$ cat config.mk
export PLATFORM = sky130hd
export DESIGN_NAME = bmp_master_sink
export DESIGN_NICKNAME = d
export VERILOG_FILES = /design/src/rtl/bmp_pkg.sv /design/src/rtl/sync_fifo.sv /design/src/rtl/bmp_master_sink.sv
export SDC_FILE = /design/constraint.sdc
export NUM_CORES = 1
export LEC_CHECK = 0
export ABC_CLOCK_PERIOD_IN_PS = 6900
export BUFFER_PORTS_ARGS = -buffer_cell sky130_fd_sc_hd__buf_2
export CORE_MARGIN = 4
export CORE_UTILIZATION = 56
export CTS_CLUSTER_SIZE = 28
export DETAILED_ROUTE_END_ITERATION = 8
export PLACE_DENSITY = 0.78
export RECOVER_POWER = 50
export SLEW_MARGIN = 20
export SYNTH_ARGS = -nofsm -noshare
export SYNTH_HDL_FRONTEND = slang
export SYNTH_SLANG_ARGS = --single-unit
$ cat constraint.sdc
create_clock -name clk -period 6.9 [get_ports clk]
set_clock_uncertainty 0.05 [all_clocks]
set_input_delay 0.345 -clock clk [delete_from_list [all_inputs] [get_ports clk]]
set_output_delay 0.345 -clock clk [all_outputs]
set_load 0.01 [all_outputs]
$ cat src/rtl/bmp_pkg.sv
// Shared constants, FSM encoding and helpers for the BMP output sink.
package bmp_pkg;

    localparam int HDR_BYTES_DFLT = 56;

    // Stream byte offsets carrying the little-endian 32-bit file size.
    localparam int FS_OFS_LO = 2;
    localparam int FS_OFS_HI = 5;

    localparam int ERR_HDR   = 0;
    localparam int ERR_SHORT = 1;
    localparam int ERR_SRC   = 2;

    typedef enum logic [2:0] {
        ST_IDLE,
        ST_HEADER,
        ST_BODY,
        ST_DRAIN,
        ST_DONE
    } state_e;

    // A file shorter than its own header still has the full header forwarded.
    function automatic logic [31:0] frame_target(input logic [31:0] fsize, input logic [31:0] hdr);
        return (fsize < hdr) ? hdr : fsize;
    endfunction

endpackage

$ cat src/rtl/sync_fifo.sv
// Small first-word-fall-through FIFO: the head entry is visible while not empty.
module sync_fifo #(
    parameter int WIDTH = 36,
    parameter int DEPTH = 4
) (
    input  logic                       clk,
    input  logic                       rst_n,
    input  logic                       push_i,
    input  logic [WIDTH-1:0]           wdata_i,
    input  logic                       pop_i,
    output logic [WIDTH-1:0]           rdata_o,
    output logic                       full_o,
    output logic                       empty_o,
    output logic [$clog2(DEPTH):0]     count_o
);
    localparam int PTR_W = $clog2(DEPTH);

    logic [WIDTH-1:0] mem_q [DEPTH];
    logic [PTR_W-1:0] wr_ptr_q, rd_ptr_q;
    logic [PTR_W:0]   count_q;
    logic             do_push, do_pop;

    assign do_push = push_i && !full_o;
    assign do_pop  = pop_i && !empty_o;

    always_ff @(posedge clk or negedge rst_n) begin
        if (!rst_n) begin
            wr_ptr_q <= '0;
            rd_ptr_q <= '0;
            count_q  <= '0;
        end else begin
            if (do_push) wr_ptr_q <= wr_ptr_q + PTR_W'(1);
            if (do_pop)  rd_ptr_q <= rd_ptr_q + PTR_W'(1);
            case ({do_push, do_pop})
                2'b10:   count_q <= count_q + (PTR_W+1)'(1);
                2'b01:   count_q <= count_q - (PTR_W+1)'(1);
                default: count_q <= count_q;
            endcase
        end
    end

    // Storage carries no reset; the consumer masks the head while empty.
    always_ff @(posedge clk) begin
        if (do_push) mem_q[wr_ptr_q] <= wdata_i;
    end

    assign rdata_o = mem_q[rd_ptr_q];
    assign full_o  = (count_q == (PTR_W+1)'(DEPTH));
    assign empty_o = (count_q == '0);
    assign count_o = count_q;

endmodule

$ cat src/rtl/bmp_master_sink.sv
// Consumes the scheduler's BMP word stream, buffers it and writes it word by
// word into the output frame memory with trimmed byte enables on the last word.
module bmp_master_sink
    import bmp_pkg::*;
#(
    parameter int DATA_BUS_SIZE = 32,
    parameter int ADDR_W        = 16,
    parameter int FIFO_DEPTH    = 4,
    parameter int HDR_BYTES     = HDR_BYTES_DFLT
) (
    input  logic                         clk,
    input  logic                         rst_n,
    input  logic [1:0]                   in_valid,
    input  logic [DATA_BUS_SIZE-1:0]     in_data,
    input  logic                         in_cmplt,
    output logic                         in_ready,
    output logic                         mem_req,
    input  logic                         mem_gnt,
    output logic [ADDR_W-1:0]            mem_addr,
    output logic [DATA_BUS_SIZE-1:0]     mem_data,
    output logic [DATA_BUS_SIZE/8-1:0]   mem_be,
    output logic [31:0]                  file_size,
    output logic                         src_id,
    output logic                         frame_done,
    output logic [2:0]                   err
);
    localparam int          BPW        = DATA_BUS_SIZE / 8;
    localparam int          ENTRY_W    = DATA_BUS_SIZE + BPW;
    localparam int          CNT_W      = $clog2(FIFO_DEPTH) + 1;
    localparam logic [31:0] HDR_LEN    = 32'(HDR_BYTES);
    localparam logic [31:0] WORD_BYTES = 32'(BPW);

    state_e             state_q, state_d;
    logic [31:0]        byte_cnt_q, byte_cnt_d;
    logic [31:0]        file_size_q, file_size_d;
    logic               src_id_q, src_id_d;
    logic [2:0]         err_q, err_d;
    logic [ADDR_W-1:0]  addr_q, addr_d;
    logic               live_q;

    logic               accept, push, pop;
    logic               hdr_word, body_word, hdr_done, frame_met;
    logic [31:0]        cnt_base, cnt_next, remaining, target;
    logic [BPW-1:0]     push_be;

    logic [ENTRY_W-1:0] fifo_head;
    logic               fifo_full, fifo_empty;
    logic [CNT_W-1:0]   fifo_count;

    sync_fifo #(
        .WIDTH (ENTRY_W),
        .DEPTH (FIFO_DEPTH)
    ) u_fifo (
        .clk     (clk),
        .rst_n   (rst_n),
        .push_i  (push),
        .wdata_i ({push_be, in_data}),
        .pop_i   (pop),
        .rdata_o (fifo_head),
        .full_o  (fifo_full),
        .empty_o (fifo_empty),
        .count_o (fifo_count)
    );

    // live_q holds in_ready low until the first clock after reset release.
    assign in_ready = live_q && (state_q inside {ST_IDLE, ST_HEADER, ST_BODY})
                      && (fifo_count < CNT_W'(FIFO_DEPTH));
    assign accept   = in_valid[0] && in_ready;
    assign mem_req  = !fifo_empty;
    assign pop      = mem_req && mem_gnt;
    assign {mem_be, mem_data} = fifo_empty ? '0 : fifo_head;
    assign mem_addr   = addr_q;
    assign file_size  = file_size_q;
    assign src_id     = src_id_q;
    assign err        = err_q;
    assign frame_done = (state_q == ST_DONE);

    always_comb begin
        state_d     = state_q;
        file_size_d = file_size_q;
        src_id_d    = src_id_q;
        err_d       = err_q;
        addr_d      = addr_q;
        hdr_word    = 1'b0;
        body_word   = 1'b0;
        cnt_base    = byte_cnt_q;
        push_be     = '1;

        if (pop) addr_d = addr_q + ADDR_W'(1);

        unique case (state_q)
            ST_IDLE: begin
                if (accept) begin
                    src_id_d    = in_valid[1];
                    err_d       = '0;
                    addr_d      = '0;
                    cnt_base    = '0;
                    file_size_d = '0;
                    hdr_word    = 1'b1;
                    state_d     = ST_HEADER;
                end
            end
            ST_HEADER, ST_BODY: begin
                if (accept) begin
                    if (in_valid[1] != src_id_q) err_d[ERR_SRC] = 1'b1;
                    else if (state_q == ST_HEADER) hdr_word = 1'b1;
                    else body_word = 1'b1;
                end
            end
            ST_DRAIN: if (fifo_empty) state_d = ST_DONE;
            ST_DONE:  state_d = ST_IDLE;
            default:  state_d = ST_IDLE;
        endcase

        if (hdr_word) begin
            for (int j = 0; j < BPW; j++) begin
                if ((cnt_base + 32'(j) >= 32'(FS_OFS_LO)) && (cnt_base + 32'(j) <= 32'(FS_OFS_HI)))
                    file_size_d[8*(2'(cnt_base + 32'(j) - 32'(FS_OFS_LO))) +: 8] = in_data[8*j +: 8];
            end
        end

        remaining = file_size_q - byte_cnt_q;
        if (body_word) begin
            for (int j = 0; j < BPW; j++) push_be[j] = (remaining > 32'(j));
        end

        push       = (hdr_word || body_word) && !fifo_full;
        cnt_next   = (hdr_word || body_word) ? cnt_base + WORD_BYTES : byte_cnt_q;
        byte_cnt_d = cnt_next;
        target     = frame_target(file_size_d, HDR_LEN);
        hdr_done   = hdr_word && (cnt_next >= HDR_LEN);
        frame_met  = (hdr_done || (state_q == ST_BODY)) && (cnt_next >= target);

        if (hdr_done && (file_size_d < HDR_LEN)) err_d[ERR_HDR] = 1'b1;

        // A header that already covers the whole file has no body to wait for.
        if ((state_q == ST_HEADER) || (state_q == ST_BODY)) begin
            if (frame_met) begin
                state_d = ST_DRAIN;
            end else if (in_cmplt) begin
                err_d[ERR_SHORT] = 1'b1;
                state_d          = ST_DRAIN;
            end else if (hdr_done) begin
                state_d = ST_BODY;
            end
        end
    end

    always_ff @(posedge clk or negedge rst_n) begin
        if (!rst_n) begin
            state_q     <= ST_IDLE;
            byte_cnt_q  <= '0;
            file_size_q <= '0;
            src_id_q    <= 1'b0;
            err_q       <= '0;
            addr_q      <= '0;
            live_q      <= 1'b0;
        end else begin
            state_q     <= state_d;
            byte_cnt_q  <= byte_cnt_d;
            file_size_q <= file_size_d;
            src_id_q    <= src_id_d;
            err_q       <= err_d;
            addr_q      <= addr_d;
            live_q      <= 1'b1;
        end
    end

endmodule

==> results.md <==
* Status: complete, but fails checks
* Failing checks: max-capacitance violations, max-slew violations, negative setup slack
* Post-synthesis sequential element count at 239
* Main flop type after synthesis: edfxtp_1
* Setup ws final at -350.1 ps
* CP most frequent cell: buf_4
* Core Region at 30830 um^2
* Root Buffer: clkbuf_16
* Worst Setup End Kind: flop
* Fin. Hold Viols at 0
* EDFF count, synth at 144
* First-pass DRT Iterations at 6
* Clock Tree Buf Depth at 3
* Worst path max stage delay at 620 ps
* PD cells at 408.7 nW/um^2
* Slew Viols, Final at 137
* Gpl congestion at 1.156
* Place WS at -852.6 ps
* P&R area growth vs syn at 30.62%
* Max Clk Rate at 0.1379 GHz
* Worst Reg-to-Reg Cells at 35
* WP data required at 7260 ps
* Peak supply drop at 0.0002757 V
* Commonest non-fill, non-tap cell in the layout: buf_4
* Antenna cells at 0
* Hold wc startpoint: in_cmplt
* Worst path arrival time at 7610 ps
* Final setup vio count at 2
* CP top delay family: compound AO/OA/AOI/OAI gates
* WP buf/inv at 7
* Average routed wire per standard cell at 28.35 um
* Final min period at 7250 ps
* Reg2reg end: state_q[0]
* Syn Nets at 2011
* I/O pins at 129
* Asr flop ratio synth at 39.75%
* Max FO, Critical Path at 6
* Final layout net count at 2469
* # clock sinks at 239
* Overall Global Routing Usage at 44.25%
* Residual DRC at 0
* R2r startpoint: live_q
* Synth warn at 0
* Hold EP: err[1]
* Number of max-cap violations at 3
* Startpoint Class: flop
* Input/output buffers at 128
* Period utilization at 105.1%
* Die footprint at 34330 um^2
* Total leakage power at 9.381 nW
* Die height at 185.3 um
* CTS tree: yes
* HP Class: in -> reg
* Unrepaired setup endpoints after global routing: true
* Worst-margin pin slew at 2867 ps
* Initial core utilization at 57.09%
* Distinct cells, synth at 98
* DPL Wire Length at 59.42 mm
* DRT iter0 DRCs at 2742
* Final wirelength at 78.26 mm
* Commonest non-fill, non-tap cells in the layout: 404 x buf_4, 182 x nand2_1, 144 x edfxtp_1
* Relative slew margins at -91.13%
* Syn Inst Count at 1889
* Clock Latency Late Sink at 550 ps
* Avg Inst Size Synth at 9.317 um^2
* Initial antenna violation count at 1
* FP Rows at 64
* Vias in the first global route at 18416
* Worst Setup Path Type: reg -> reg
* Seq/Total Area, Yosys at 38.07%
* Share of cells above drive strength 1 at 29.77%
* Slowest-stage cell, CP: or4_4
* CTS clock-pin slew for the worst setup and hold paths at 60 ps
* Overflow after GRT at 0
* Vias post-DR at 19152
* Netlist Area Pre-Place at 17600 um^2
* Post-route ant nets at 0
* Pin count of the biggest net entering global routing at 52
* First-pass GRT wire length at 114.0 mm
* Die width at 185.3 um
* Vias per cell at 6.937
* Worst Hold Depth at 2
* Reg2reg setup slack at -350 ps
* Power Total at 9.396 mW
* Num CTS Buffers at 25
* # H-tree levels at 1
==> cell type report <==
class                           count  area [um^2]
Tap cell                          396        495.5
Inverter                           94        359.1
Timing Repair Buffer              553         3821
Clock buffer                       29        640.6
Multi-Input combinational cell   1434        10810
Clock inverter                     16        165.2
Sequential cell                   239         6704
Fill cell                        2259         7839
==> stage by stage <==
stage          util [%]  cells  cell area (um^2)  TNS (ps)  hold WS (ps)
3_5_place_dp      68.83   2665             21220     -1686         354.2
2_1_floorplan         -   1889             17770         0       -0.5911
5_1_grt           74.57   2761             22990     -1141         63.46
4_1_cts           73.86   2748             22770    -356.4         41.04
3_3_place_gp      68.83   2665             21220     -1596         338.6
6_report          74.57   2761             22990    -692.5         59.99
==> kinds of logic after synthesis <==
family                     Yosys count  share of synthesized area (%)
and+or+nand+nor                    731                          21.73
AOI/OAI and AO/OA                  467                          18.48
DFF                                239                          38.07
buffers and inverters              216                          4.976
adders and majority gates           85                          6.114
xor gates and xnor gates            85                          4.230
muxes                               65                          6.377
other                                1                        0.02131
==> routing by layer <==
layer	vias to the layer above	track usage [%]	routed length [um]
met1	9004	53.10	26990
met3	508	10.25	9072
met2	1531	69.67	34270
li1	8107	-	-
met5	-	0	18
met4	2	32.44	7908
==> cells in the mapped netlist, types with 31 or more instances <==
cell / instances / area, um^2
a21o_1: 31 / 232.7
a21oi_1: 109 / 545.5
a31oi_1: 43 / 269.0
and2_1: 57 / 356.6
and3_1: 34 / 212.7
clkbuf_1: 76 / 285.3
dfrtp_1: 95 / 2377
edfxtp_1: 144 / 4324
ha_1: 82 / 1026
inv_1: 89 / 334.1
mux4_2: 36 / 810.8
nand2_1: 184 / 690.7
nand3_1: 65 / 325.3
nand4_1: 60 / 375.4
nor2_1: 128 / 480.5
nor3_1: 69 / 345.3
nor4_1: 50 / 312.8
o21ai_0: 65 / 325.3
xnor2_1: 61 / 534.3
==> worst reg2reg max path, delay by kind of cell, from the launching register on <==
family          cells  cell delay, ps
compound gates     14            2600
xor+xnor            1             140
fa+ha+maj           2             410
simple gates       11            2610
flops               1             380
buf+inv             7             940
==> flip-flops by register name, summed over array words and instances (netlist names) <==
name and cells:
live_q 1, err 3, u_fifo.count_o 3, u_fifo.rd_ptr_q 2
byte_cnt_q 32, src_id 1, mem_addr 16, file_size 32
state_q 3, u_fifo.wr_ptr_q 2, u_fifo.mem_q 144
==> worst max-delay path by stage <==
stage	depth (start not counted)	to	start	slack [ps]
6_report	35	state_q[0]	live_q	-350
2_1_floorplan	34	err[1]	state_q[2]	2
3_3_place_gp	35	err[1]	in_valid[0]	-800
3_5_place_dp	33	state_q[0]	in_valid[0]	-850
5_1_grt	36	state_q[0]	u_fifo.count_o[2]	-580
4_1_cts	34	state_q[0]	state_q[0]	-190
==> what timing repair did <==
action | in CTS | in global routing
gates resized for setup | 90 | 46
hold buffers | 2 | 0
hold endpoints to repair | 45 | 0
setup endpoints to repair | 2 | 2
buffers inserted | 36 | 13
pin swaps | 74 | 40
==> report_power, final <==
| part | switching (mW) | leakage (nW) | total (mW) | internal [mW] |
|---|---|---|---|---|
| sequential | 0.284 | 2.51 | 2.02 | 1.73 |
| clock | 0.583 | 0.378 | 1.36 | 0.777 |
| combinational | 3.52 | 6.49 | 6.02 | 2.50 |
| total | 4.39 | 9.38 | 9.40 | 5.01 |
(Power assumes the default switching activity.)
